$ cat src/rtl/bitperm_pkg.sv
// Shared definitions for the bit-permutation pipeline.
//
// Contents:
//   bp_mode_e - runtime permutation select carried on in_mode
//   BP_CNT_W  - width of the optional output-transfer counter
package bitperm_pkg;

  typedef enum logic [1:0] {
    BP_PASS     = 2'd0,
    BP_REV      = 2'd1,
    BP_ROTL     = 2'd2,
    BP_PAIRSWAP = 2'd3
  } bp_mode_e;

  localparam int BP_CNT_W = 16;

endpackage

$ cat src/rtl/bitperm_core.sv
// Purely combinational WIDTH-bit permutation network.
//
// Ports:
//   data  in  WIDTH  word to permute
//   mode  in  2      bp_mode_e permutation select
//   amt   in  AW     rotate-left amount, only used by BP_ROTL (taken mod WIDTH)
//   perm  out WIDTH  permuted word
module bitperm_core
  import bitperm_pkg::*;
#(
  parameter int WIDTH = 8,
  localparam int AW = $clog2(WIDTH)
) (
  input  logic [WIDTH-1:0] data,
  input  bp_mode_e         mode,
  input  logic [AW-1:0]    amt,
  output logic [WIDTH-1:0] perm
);

  int rot;
  int src;

  always_comb begin
    perm = data;
    rot  = 0;
    src  = 0;
    case (mode)
      BP_PASS: perm = data;
      BP_REV: begin
        for (int i = 0; i < WIDTH; i++) perm[i] = data[WIDTH-1-i];
      end
      BP_ROTL: begin
        // amt can reach 2**AW-1, which exceeds WIDTH-1 when WIDTH is not a
        // power of two, so reduce it first.
        rot = int'(amt) % WIDTH;
        for (int i = 0; i < WIDTH; i++) begin
          src     = (i + WIDTH - rot) % WIDTH;
          perm[i] = data[src];
        end
      end
      BP_PAIRSWAP: begin
        // An odd MSB has no partner and keeps the default perm = data.
        for (int k = 0; k + 1 < WIDTH; k += 2) begin
          perm[k]   = data[k+1];
          perm[k+1] = data[k];
        end
      end
      default: perm = data;
    endcase
  end

endmodule

$ cat src/rtl/bitperm_pipe.sv
// Pipelined bit-permutation register: permutes the input word with
// bitperm_core and carries it through STAGES valid/data register stages.
//
// Handshake: a word moves across an interface on a rising edge where both
// valid and ready are high. Valid never waits for ready; in_ready is
// combinational from out_ready through the stage-advance chain.
//
// Ports:
//   clk, reset   clock, synchronous active-high reset
//   in_valid     in   input word present
//   in_ready     out  input word accepted this cycle
//   in_data      in   WIDTH input word
//   in_mode      in   2-bit permutation select (bp_mode_e), sampled with data
//   in_amt       in   AW rotate amount (BP_ROTL only)
//   out_valid    out  output word present
//   out_ready    in   downstream accepts the word
//   out_data     out  WIDTH permuted word
//   out_count    out  16-bit saturating count of output transfers, present
//                     only when BITPERM_PIPE_COUNT_EN is defined
module bitperm_pipe
  import bitperm_pkg::*;
#(
  parameter int WIDTH  = 8,
  parameter int STAGES = 2,
  localparam int AW = $clog2(WIDTH)
) (
  input  logic                clk,
  input  logic                reset,
  input  logic                in_valid,
  output logic                in_ready,
  input  logic [WIDTH-1:0]    in_data,
  input  logic [1:0]          in_mode,
  input  logic [AW-1:0]       in_amt,
  output logic                out_valid,
  input  logic                out_ready,
  output logic [WIDTH-1:0]    out_data
`ifdef BITPERM_PIPE_COUNT_EN
  ,
  output logic [BP_CNT_W-1:0] out_count
`endif
);

  logic [WIDTH-1:0]  perm;
  logic [STAGES-1:0] v;
  logic [WIDTH-1:0]  d [STAGES];
  logic [STAGES-1:0] adv;
  logic              adv_acc;

  bitperm_core #(.WIDTH(WIDTH)) u_core (
    .data (in_data),
    .mode (bp_mode_e'(in_mode)),
    .amt  (in_amt),
    .perm (perm)
  );

  // adv[s] = out_ready || any bubble at or downstream of stage s. Written as
  // an OR-reduction per stage rather than a chain on adv itself, so the
  // logic has no self-referencing vector.
  always_comb begin
    adv     = '0;
    adv_acc = 1'b0;
    for (int s = 0; s < STAGES; s++) begin
      adv_acc = out_ready;
      for (int t = s; t < STAGES; t++) adv_acc = adv_acc | ~v[t];
      adv[s] = adv_acc;
    end
  end

  always_ff @(posedge clk) begin
    if (reset) begin
      v <= '0;
      for (int s = 0; s < STAGES; s++) d[s] <= '0;
    end else begin
      if (adv[0]) begin
        v[0] <= in_valid;
        d[0] <= perm;
      end
      for (int s = 1; s < STAGES; s++) begin
        if (adv[s]) begin
          v[s] <= v[s-1];
          d[s] <= d[s-1];
        end
      end
    end
  end

  assign in_ready  = adv[0];
  assign out_valid = v[STAGES-1];
  assign out_data  = d[STAGES-1];

`ifdef BITPERM_PIPE_COUNT_EN
  logic [BP_CNT_W-1:0] count_q;

  always_ff @(posedge clk) begin
    if (reset) begin
      count_q <= '0;
    end else if (out_valid && out_ready && (count_q != '1)) begin
      count_q <= count_q + 1'b1;
    end
  end

  assign out_count = count_q;
`endif

endmodule

$ cat config.mk
export PLATFORM = sky130hd
export DESIGN_NAME = bitperm_pipe
export DESIGN_NICKNAME = d
export VERILOG_FILES = /design/src/rtl/bitperm_pkg.sv /design/src/rtl/bitperm_core.sv /design/src/rtl/bitperm_pipe.sv
export SDC_FILE = /design/constraint.sdc
export NUM_CORES = 1
export LEC_CHECK = 0
export ABC_CLOCK_PERIOD_IN_PS = 6700
export BUFFER_PORTS_ARGS = -buffer_cell sky130_fd_sc_hd__buf_2
export CAP_MARGIN = 30
export CELL_PAD_IN_SITES_DETAIL_PLACEMENT = 0
export CELL_PAD_IN_SITES_GLOBAL_PLACEMENT = 1
export CORE_MARGIN = 1.5
export CORE_UTILIZATION = 50
export CTS_BUF_LIST = sky130_fd_sc_hd__clkbuf_4
export CTS_CLUSTER_SIZE = 10
export DETAILED_ROUTE_END_ITERATION = 12
export PLACE_DENSITY = 0.84
export SETUP_SLACK_MARGIN = 0.4
export SKIP_CTS_REPAIR_TIMING = 1
export SYNTH_ARGS = -nofsm -noshare
export SYNTH_HDL_FRONTEND = slang
export SYNTH_HIERARCHICAL = 1
export SYNTH_SLANG_ARGS = --single-unit
$ cat constraint.sdc
create_clock -name clk -period 6.7 [get_ports clk]
set_input_delay 1.005 -clock clk [delete_from_list [all_inputs] [get_ports clk]]
set_output_delay 1.005 -clock clk [all_outputs]
set_load 0.005 [all_outputs]
# Yosys cells after proc, flatten, opt, wreduce, memory -nomap -nowiden
# Memory sizes are Yosys's and may differ from the RTL's.
# Index checks and enable logic that the tools add are counted.
totals:
  reg_bits: 2
  n_memories: 1
  out_inout_bits: 10
  inputBits: 17
  mem_bits_rw: 16
  wordCells: 81
memory_table:
  columns: ["memory", "words", "width", "read_ports", "rd_ports_with_merged_regs", "write_ports", "line_no", "text"]
  rows:
  - ["d", 2, 8, 2, 0, 2, "bitperm_pipe.sv:45", "logic [WIDTH-1:0] d [STAGES];"]
op_classes:
  n_eq_ne: 3
  reduce_logical: 9
  bitwise: 15
  addsub: 8
  mux: 35
  magnitude_cmp: 8
op_table:
  columns: ["op", "count"]
  rows:
  - ["$lt A4 B5 Y1 const B", 8]
  - ["$sub A4 B3 Y5 const A", 8]
  - ["$pmux W8 S4", 1]
  - ["$bmux W1 S3", 8]
  - ["$mux W1", 24]
  - ["$reduce_or A3 Y1", 8]
  - ["$mux W8", 2]
  - ["$and A1 B1 Y1", 8]
  - ["$or A1 B1 Y1", 5]
  - ["$eq A2 B2 Y1 const B", 2]
  - ["$eq A2 B1 Y1 const B", 1]
  - ["$logic_not A2 Y1", 1]
  - ["$not A1 Y1", 2]

# Depth between registers and ports, before layout
depth:
  word_depth: 8
  ltp_mapped: 7
  depth_no_buf: 6

# Modules after synthesis
# The synthesis kept the hierarchy.
modules_own_cells:
  columns: ["module", "cells_per_inst", "area_per_inst_um2", "n_inst"]
  rows:
  - ["bitperm_pipe", 55, 785.8, 1]
  - ["bitperm_core", 52, 691.9, 1]

# Worst setup path before layout
# OpenSTA, ideal clock, no wires.
synth_timing:
  path_type: "input to register"
  from: "in in_amt[1]"
  to: "mem d[0][0] (data pin)"
  setup_slack_ps: 3740
  stages: 7
  path_buffers: 1
  arrival_time_ps: 2691
  cell_sequence: "buf_2 > inv_1 > ha_1 > mux4_1 > mux2_2 > mux4_2 > nor3b_1"
synth_lines:
  columns: ["element", "line_no", "text"]
  rows:
  - ["from (decl)", "bitperm_pipe.sv:33", "input logic [AW-1:0] in_amt,"]
  - ["to (decl)", "bitperm_pipe.sv:45", null]

# Worst setup path after layout
layout_timing:
  from: "in out_ready"
  to: "out in_ready"
layout_via:
  elab_chain_len: 2
layout_rtl:
  columns: ["element", "line_no", "text"]
  rows:
  - ["from (decl)", "bitperm_pipe.sv:35", "input logic out_ready,"]
  - ["$or A1 B1 Y1 (2 in a row)", "bitperm_pipe.sv:64", "for (int t = s; t < STAGES; t++) adv_acc = adv_acc | ~v[t];"]
  - ["to (decl)", "bitperm_pipe.sv:30", "output logic in_ready,"]
# No other way between the ends.

==> impl_metrics.json <==
{
  "drcViolationCount": 0,
  "via_per_inst": 6.146,
  "synthDistinctLibCells": 28,
  "syn_to_final_growth_pct": 3.726,
  "gr-usage-met2_pct": 27.60,
  "grt_busiest_layer": "met2",
  "nets": 140,
  "drtIter0Drc": 17,
  "fmax_mhz": 339.0,
  "dpl.hpwl_um": 1786,
  "drtAntennaViolNets": 0,
  "ys_seq_elements": 18,
  "grt_pass1_wl_um": 4195,
  "final_area_um2": 1533,
  "finalNonFillerCells": 151,
  "drt-total-wl_um": 2471,
  "min_path_type": "flip-flop to flip-flop",
  "synth.cell_area_um2": 1478,
  "hold_violations": 0,
  "critPathArrivalTime_ns": 1.94,
  "grt_max_degree": 20,
  "cp.required_ns": 5.69,
  "fill_cells": 254,
  "max_slew_margin_pct": 62.05,
  "fp.dieW_um": 57.36,
  "avgRoutedWirePerCell_um": 16.36,
  "power_mw": 0.2548,
  "drtPass1Iterations": 4,
  "multi_input_area_um2": 798.3,
  "cts_buffer_depth": 2,
  "ff2ff_path_depth": 2,
  "status": "completed",
  "finalSetupViolCount": 0,
  "regArea_um2": 520.5,
  "cts.sinks": 18,
  "synth_cells": 107,
  "grt_pass1_vias": 905,
  "vdd_drop_max_uv": 172.7,
  "fin_skew_ns": 0.001164,
  "fin_util_pct": 55.11,
  "power.density_nw_per_um2": 166.2,
  "rsz0062_at_grt": "false",
  "maxSlewViolCount": 0,
  "grt_use_total_pct": 16.51,
  "cap_viol_max_count": 0,
  "rows": 19,
  "portBuffers": 26,
  "yosysSeqAreaShare_pct": 35.22,
  "dpl_cell_area_um2": 1506,
  "htree_levels": 1,
  "cts_buffers": 3,
  "min_path_cells": 2,
  "drive_gt1_share_pct": 41.67,
  "min_period_ns": 2.950,
  "overflow": 0,
  "grtUsageMet3_pct": 4.308,
  "path_max_fanout": 17,
  "antennaDiodeCount": 0,
  "tightest_slew_ns": 0.5693,
  "clk_pin_slew_ns": 0.10,
  "end_kind": "output port",
  "root_buffer": "clkbuf_4",
  "p_leak_nw": 0.6097,
  "start_util_pct": 53.13,
  "syn_nets": 126,
  "met1_usage_pct": 22.12,
  "yosys_warnings": 6,
  "setup_tns_ns": 0,
  "num_vias": 928,
  "io_pins": 27,
  "gp_congestion": 0.8922,
  "startpoint_type": "input pin",
  "core_um2": 2781,
  "criticalPathCategory": "input pin to output port",
  "cts_tree": "built",
  "fp.dieH_um": 57.36,
  "fin_crit_sh_pct": 44.03,
  "avgSynthCellArea_um2": 13.81,
  "placed_cells": 147,
  "ff2ff_setup_slack_ns": 5.23,
  "antenna_found_initial": 0,
  "die-area_um2": 3290,
  "clk_latency_ns": 0.28
}
==> cell type report <==
cell class	count	share of cell area [%]
clock buffer	3	1.469
timing repair buffer	26	8.490
tap	31	2.531
inverter	5	1.224
sequential	18	33.96
clock inverter	1	0.2449
multi-input combinational	67	52.08
==> worst max-delay path, cell delays in order <==
cell     delay, ns
buf_2         0.11
and3b_1       0.57
inv_1         0.11
buf_2         0.15
==> cells in the mapped netlist (all sizes together) <==
master   count  area share [%]
a221o        1            0.68
o21ai        1            0.34
nor2         2            0.51
or3b         1            0.76
xnor2        2             1.2
clkbuf       3             2.1
a2111oi      1            0.59
o31ai        1            0.51
and2b        1            0.59
ha           2             1.7
buf         14             7.4
mux2i        3             2.0
inv          5             1.3
and3b        1            0.59
nor2b        1            0.42
nor3b       18             9.1
or2          1            0.42
nand2b       2            0.85
mux2         8             6.1
dfxtp        2             2.7
mux4        16              26
a21oi        4             1.4
edfxtp      16              33
o2bb2ai      1            0.59
==> layer usage <==
metal | up-vias | share of wire [%]
met5 | - | 0
met4 | 0 | 0.93
met3 | 4 | 4.4
met2 | 27 | 49
met1 | 454 | 45
li1 | 443 | -
==> power breakdown <==
part | switching (mW) | internal [mW] | leakage [nW]
logic | 0.0290 | 0.0389 | 0.390
registers | 0.00193 | 0.132 | 0.204
clock network | 0.0313 | 0.0216 | 0.0154
==> sequential cells by signal, summed over array words and instances (netlist names) <==
register and flops:
v 2, d 16
==> per-stage QoR <==
stage          worst slack [ns]  hold WS [ns]
6_report                  3.750        0.4670
3_5_place_dp              3.483        0.4556
4_1_cts                   3.726        0.4741
3_3_place_gp              3.561        0.4539
5_1_grt                   3.629        0.5244
2_1_floorplan             3.740        0.4342
==> path summary, 6_finish.rpt <==
path,from,to
max,out_ready,in_ready
min,v[0],v[1]
max reg2reg,v[1],d[0][4]
min reg2reg,v[0],v[1]
==> logic make-up after synthesis <==
family                     synth area share [%]
muxes                                     33.79
AOI/OAI and AO/OA                         4.065
buffers and inverters                     10.75
DFF                                       35.22
adders and majority gates                 1.693
and+or+nand+nor                           13.29
xor gates and xnor gates                  1.186
==> cells in the final DEF (no fill, tap or decap), types with 2 or more instances in the layout <==
master	n
buf_2	26
nand2b_1	2
edfxtp_1	16
mux2i_1	3
a21oi_1	4
xnor2_1	2
mux4_2	11
mux2_2	8
ha_1	2
nor3b_1	18
mux4_1	5
dfxtp_1	2
inv_1	5
nor2_1	2
clkbuf_4	3
Power figures use the tool's default switching activity.
